[config.mk]
export PLATFORM = sky130hd
export DESIGN_NAME = i_mem_refill_ctrl
export DESIGN_NICKNAME = d
export VERILOG_FILES = /design/src/rtl/i_mem_refill_ctrl.sv
export SDC_FILE = /design/constraint.sdc
export NUM_CORES = 1
export LEC_CHECK = 0
export ABC_AREA = 1
export ABC_CLOCK_PERIOD_IN_PS = 4500
export CAP_MARGIN = 20
export CORE_ASPECT_RATIO = 1.4
export CORE_MARGIN = 8
export CORE_UTILIZATION = 58
export CTS_BUF_LIST = sky130_fd_sc_hd__clkbuf_4 sky130_fd_sc_hd__clkbuf_8
export CTS_CLUSTER_SIZE = 16
export DETAILED_ROUTE_END_ITERATION = 8
export GPL_ROUTABILITY_DRIVEN = 0
export PLACE_DENSITY = 0.88
export REMOVE_ABC_BUFFERS = 1
export SYNTH_ARGS = -nofsm -noshare
export SYNTH_HDL_FRONTEND = slang
export SYNTH_SLANG_ARGS = --single-unit
[constraint.sdc]
create_clock -name clk -period 4.5 [get_ports clk]
set_input_delay 0.45 -clock clk [delete_from_list [all_inputs] [get_ports clk]]
set_output_delay 0.45 -clock clk [all_outputs]
set_load 0.02 [all_outputs]
[src/rtl/i_mem_refill_ctrl.sv]
// Instruction-cache line refill engine: issues back-to-back word reads to the
// instruction memory, assembles the returned words and hands back a full line.
module i_mem_refill_ctrl #(
  parameter int LINE_WORDS  = 4,
  parameter int MEM_LATENCY = 1
) (
  input  logic                      clk,
  input  logic                      rst,
  input  logic                      flush,
  input  logic                      req_valid,
  input  logic [31:0]               req_addr,
  output logic                      req_ready,
  output logic                      mem_rd_en,
  output logic [31:0]               mem_addr,
  input  logic [31:0]               mem_rd_data,
  output logic                      rsp_valid,
  output logic [31:0]               rsp_addr,
  output logic [32*LINE_WORDS-1:0]  rsp_data
);

  localparam int IDX_W = $clog2(LINE_WORDS);
  localparam int CNT_W = IDX_W + 1;
  localparam int OFF   = IDX_W + 2;

  typedef enum logic [1:0] {
    IDLE  = 2'd0,
    ISSUE = 2'd1,
    DRAIN = 2'd2,
    RESP  = 2'd3
  } state_t;

  state_t                   state_r;
  logic [31:0]              base_r;
  logic [CNT_W-1:0]         issue_cnt_r;
  logic [CNT_W-1:0]         ret_cnt_r;
  logic [MEM_LATENCY-1:0]   pipe_r;
  logic [32*LINE_WORDS-1:0] line_r;
  logic                     req_ready_r;
  logic                     mem_rd_en_r;
  logic [31:0]              mem_addr_r;
  logic                     rsp_valid_r;
  logic [31:0]              rsp_addr_r;
  logic [32*LINE_WORDS-1:0] rsp_data_r;

  logic [MEM_LATENCY:0]     pipe_nxt_s;
  logic [32*LINE_WORDS-1:0] line_nxt_s;
  logic [31:0]              line_base_s;
  logic                     ret_fire_s;
  logic                     last_word_s;
  logic                     accept_s;
  logic                     abort_s;

  // Return tracking, line assembly and request decode.
  always_comb begin
    pipe_nxt_s  = {pipe_r, mem_rd_en_r};
    line_base_s = req_addr & {{(32-OFF){1'b1}}, {OFF{1'b0}}};
    line_nxt_s  = line_r;
    // The oldest strobe leaves the pipe exactly when its data is on mem_rd_data.
    if ((state_r == ISSUE) || (state_r == DRAIN)) begin
      ret_fire_s = pipe_nxt_s[MEM_LATENCY];
    end else begin
      ret_fire_s = 1'b0;
    end
    if (ret_fire_s) begin
      line_nxt_s[{ret_cnt_r[IDX_W-1:0], 5'd0} +: 32] = mem_rd_data;
      last_word_s = (ret_cnt_r == CNT_W'(LINE_WORDS - 1));
    end else begin
      last_word_s = 1'b0;
    end
    if ((state_r == IDLE) && req_valid && !flush) begin
      accept_s = 1'b1;
    end else begin
      accept_s = 1'b0;
    end
    if ((state_r != IDLE) && flush) begin
      abort_s = 1'b1;
    end else begin
      abort_s = 1'b0;
    end
  end

  // Refill FSM with registered outputs.
  always_ff @(posedge clk) begin
    if (rst) begin
      state_r     <= IDLE;
      base_r      <= 32'd0;
      issue_cnt_r <= '0;
      ret_cnt_r   <= '0;
      pipe_r      <= '0;
      line_r      <= '0;
      req_ready_r <= 1'b1;
      mem_rd_en_r <= 1'b0;
      mem_addr_r  <= 32'd0;
      rsp_valid_r <= 1'b0;
      rsp_addr_r  <= 32'd0;
      rsp_data_r  <= '0;
    end else begin
      line_r      <= line_nxt_s;
      rsp_valid_r <= 1'b0;
      if (abort_s) begin
        pipe_r <= '0;
      end else begin
        pipe_r <= pipe_nxt_s[MEM_LATENCY-1:0];
      end
      if (ret_fire_s) begin
        ret_cnt_r <= ret_cnt_r + CNT_W'(1);
      end
      case (state_r)
        IDLE: begin
          if (accept_s) begin
            base_r      <= line_base_s;
            mem_addr_r  <= line_base_s;
            mem_rd_en_r <= 1'b1;
            issue_cnt_r <= CNT_W'(1);
            ret_cnt_r   <= '0;
            req_ready_r <= 1'b0;
            state_r     <= ISSUE;
          end
        end
        ISSUE: begin
          if (abort_s) begin
            mem_rd_en_r <= 1'b0;
            req_ready_r <= 1'b1;
            state_r     <= IDLE;
          end else if (issue_cnt_r == CNT_W'(LINE_WORDS)) begin
            mem_rd_en_r <= 1'b0;
            state_r     <= DRAIN;
          end else begin
            // Offset bits only: the fetch never carries into the next line.
            mem_addr_r  <= base_r | {{(32-OFF){1'b0}}, issue_cnt_r[IDX_W-1:0], 2'b00};
            issue_cnt_r <= issue_cnt_r + CNT_W'(1);
          end
        end
        DRAIN: begin
          if (abort_s) begin
            req_ready_r <= 1'b1;
            state_r     <= IDLE;
          end else if (last_word_s) begin
            rsp_valid_r <= 1'b1;
            rsp_addr_r  <= base_r;
            rsp_data_r  <= line_nxt_s;
            state_r     <= RESP;
          end
        end
        RESP: begin
          req_ready_r <= 1'b1;
          state_r     <= IDLE;
        end
        default: begin
          mem_rd_en_r <= 1'b0;
          req_ready_r <= 1'b1;
          state_r     <= IDLE;
        end
      endcase
    end
  end

  // A flush in the same cycle as a request overrides the idle handshake.
  assign req_ready = req_ready_r & ~flush;
  assign mem_rd_en = mem_rd_en_r;
  assign mem_addr  = mem_addr_r;
  assign rsp_valid = rsp_valid_r;
  assign rsp_addr  = rsp_addr_r;
  assign rsp_data  = rsp_data_r;

endmodule
==> run summary <==
Critical Path Source Type - flip-flop
Vert. Die Dim - 198.7 um
top-count cell post-synth - nor2_1
Top FF cell, synth - dfxtp_1
power share of the combinational group - 0.221
share of cells above drive strength 1 - 0.06270
peak supply drop - 0.3514 mV
internal cell power - 5.505 mW
leakage power - 7.250 nW
row cnt - 67
Syn Area/Cell - 7.259 um^2
Pre-Repair DR Iteration Count - 6
Slew Viols, Final - 0
Net Sw Frac - 0.3095
Pwr Density - 455.6 nW/um^2
DIE AREA - 29120 um^2
# Post-CTS Setup Buffers - 0
switching power - 2.468 mW
Final Hold Fails - 0
Cell variety after synth - 27
htree depth - 2
maximum fanout along the worst path - 38
top cells by area, synth - dfxtp_1 51%, nor2_1 14%, nand2_1 8.5%
Routed WL per cell - 16.83 um
Final Net Count - 2178
CTS tree - done
vias per cell - 5.533
initial drt markers - 955
max_cap viols - 0
Post-CTS Hold Buffers - 0
initial antenna violation count - 1
top cell type's share of synthesized area - 0.5122
Final ANT Viol Nets - 0
Vias - 13550
clock share of power - 0.342
grt total ovfl - 0
register area share after synthesis - 0.5122
first-pass GRT wire length - 67050 um
vias in the first global route - 13700
total number of yosys warnings - 0
initial core utilization - 0.5832
unrepaired setup endpoints after global routing - no
core area - 23720 um^2
Hold WC Path Type - input pin to flip-flop
outcome - finished, final reports clean
CTS resizes - 0
top cells by count, synth - 503 x nor2_1, 354 x dfxtp_1, 312 x nand2_1
Synth area leader - dfxtp_1
Max transition margin - 0.2743
ys async rst share - 0
Seq cells post-synth - 354
Critical Setup Path Class - flip-flop to flip-flop
DR DRC count - 0
clock sinks - 354
# setup viols final - 0
Worst setup EP type - flip-flop
Clock Tree Buf Depth - 3
post-synthesis instance total - 1906
EDFF count, synth - 0
DP HPWL - 24960 um
worst-skew pair later-pin latency - 560 ps
total wire length - 41230 um
Fillers - 1825
post-route minimum period - 3440 ps
port buffer count - 252
Fmax - 290.7 MHz
Ports - 263
CP required - 4960 ps
Final Power - 7.972 mW
DIE WIDTH - 146.5 um
Worst Path Arrival - 3900 ps
setup tns final - 0 ps
Seq pwr share - 0.437
Worst Clk Skew - 16.25 ps
Area growth syn-to-layout - 26.49%
Slew @ Worst Pin - 1088 ps
clk slew on worst S/H paths - 70 ps
mapped cell area - 13840 um^2
largest net degree at the start of global routing - 190
total track usage - 0.2771
period utilization - 0.7645
CTS buffer count - 50
Clock Tree Root - clkbuf_8
## power groups by stage
stage                     clock network (mW)  registers [mW]  logic (mW)
final                                   2.73            3.48        1.76
after global routing                    2.88            3.51        1.95
after CTS                               2.76            3.48        1.75
after detailed placement                   0            3.55        1.73
after global placement                     0            3.54        1.68
after floorplan                            0            3.69       0.863
## registers in the layout, summed over array words and instances, names as in the netlist
register,count
ret_cnt_r,3
mem_rd_en,1
rsp_addr,28
line_r,128
issue_cnt_r,3
mem_addr,30
rsp_data,128
pipe_r,1
rsp_valid,1
req_ready_r,1
base_r,28
state_r,2
## through the flow
| stage | area (um^2) | setup slack [ps] | util | hold WS (ps) | cells |
|---|---|---|---|---|---|
| 3_3_place_gp | 16370 | 1231 | 0.6899 | 447.1 | 2355 |
| 2_1_floorplan | 13270 | 516.2 | - | 436.2 | 1776 |
| 3_5_place_dp | 16370 | 1149 | 0.6899 | 454.7 | 2355 |
| 6_report | 17500 | 1060 | 0.7377 | 283.2 | 2449 |
| 5_1_grt | 17500 | 851.6 | 0.7376 | 282.5 | 2448 |
| 4_1_cts | 17500 | 1113 | 0.7375 | 250.0 | 2447 |
## placed cells by master, fill, tap and decap left out, types with 28 or more instances in the layout
cell type,n
dfxtp_1,353
clkbuf_8,71
o21ai_1,42
clkdlybuf4s50_1,251
nor2_1,499
inv_1,115
a21oi_1,72
nand2_1,312
nand3_1,100
a21boi_0,28
o21ai_0,174
nand4_1,32
## cell families (layout without fill, tap and decap cells)
family | Yosys count | count (layout) | share of synthesized area
and+or+nand+nor | 962 | 962 | 0.2796
buffers and inverters | 257 | 483 | 0.07506
AOI/OAI and AO/OA | 319 | 319 | 0.1211
DFF | 354 | 354 | 0.5122
adders and majority gates | 13 | 13 | 0.01176
other | 1 | 8 | 0.0002710
## metal layers
| metal | vias to the layer above | routed length, um | track usage |
|---|---|---|---|
| li1 | 6420 | - | - |
| met1 | 6347 | 15700 | 0.3096 |
| met2 | 645 | 20310 | 0.4849 |
| met3 | 138 | 3187 | 0.05281 |
| met4 | 0 | 2033 | 0.1657 |
| met5 | - | 0 | 0 |
## worst max-delay path: stages (launching register included)
cell     delay, ps
dfxtp_2        630
inv_1          300
ha_1           180
inv_1           60
nor2_4         770
inv_1          580
buf_4          410
nand2_1        130
nand3_1        100
nand2_1        120
inv_1           50
## layout make-up
cell class              instances  area [um^2]  area share
flip-flops and latches        354         7088      0.4050
clock inverters                 3        15.01   0.0008579
multi-input cells            1300         5769      0.3297
diodes                          2        5.005   0.0002860
inverters                     122        462.9     0.02645
clock buffers                  89         1112     0.06356
repair buffers                269         2660      0.1520
well taps                     310        387.9     0.02216
## final timing paths
path             endpoint  cells past startpoint  slack [ps]          from
min           line_r[103]                      2         280           rst
max          rsp_data[80]                     10        1060  ret_cnt_r[0]
max reg2reg  rsp_data[80]                     10        1060  ret_cnt_r[0]
min reg2reg  ret_cnt_r[2]                      2         460  ret_cnt_r[2]
Note: power is estimated with default switching activity, not from simulation.
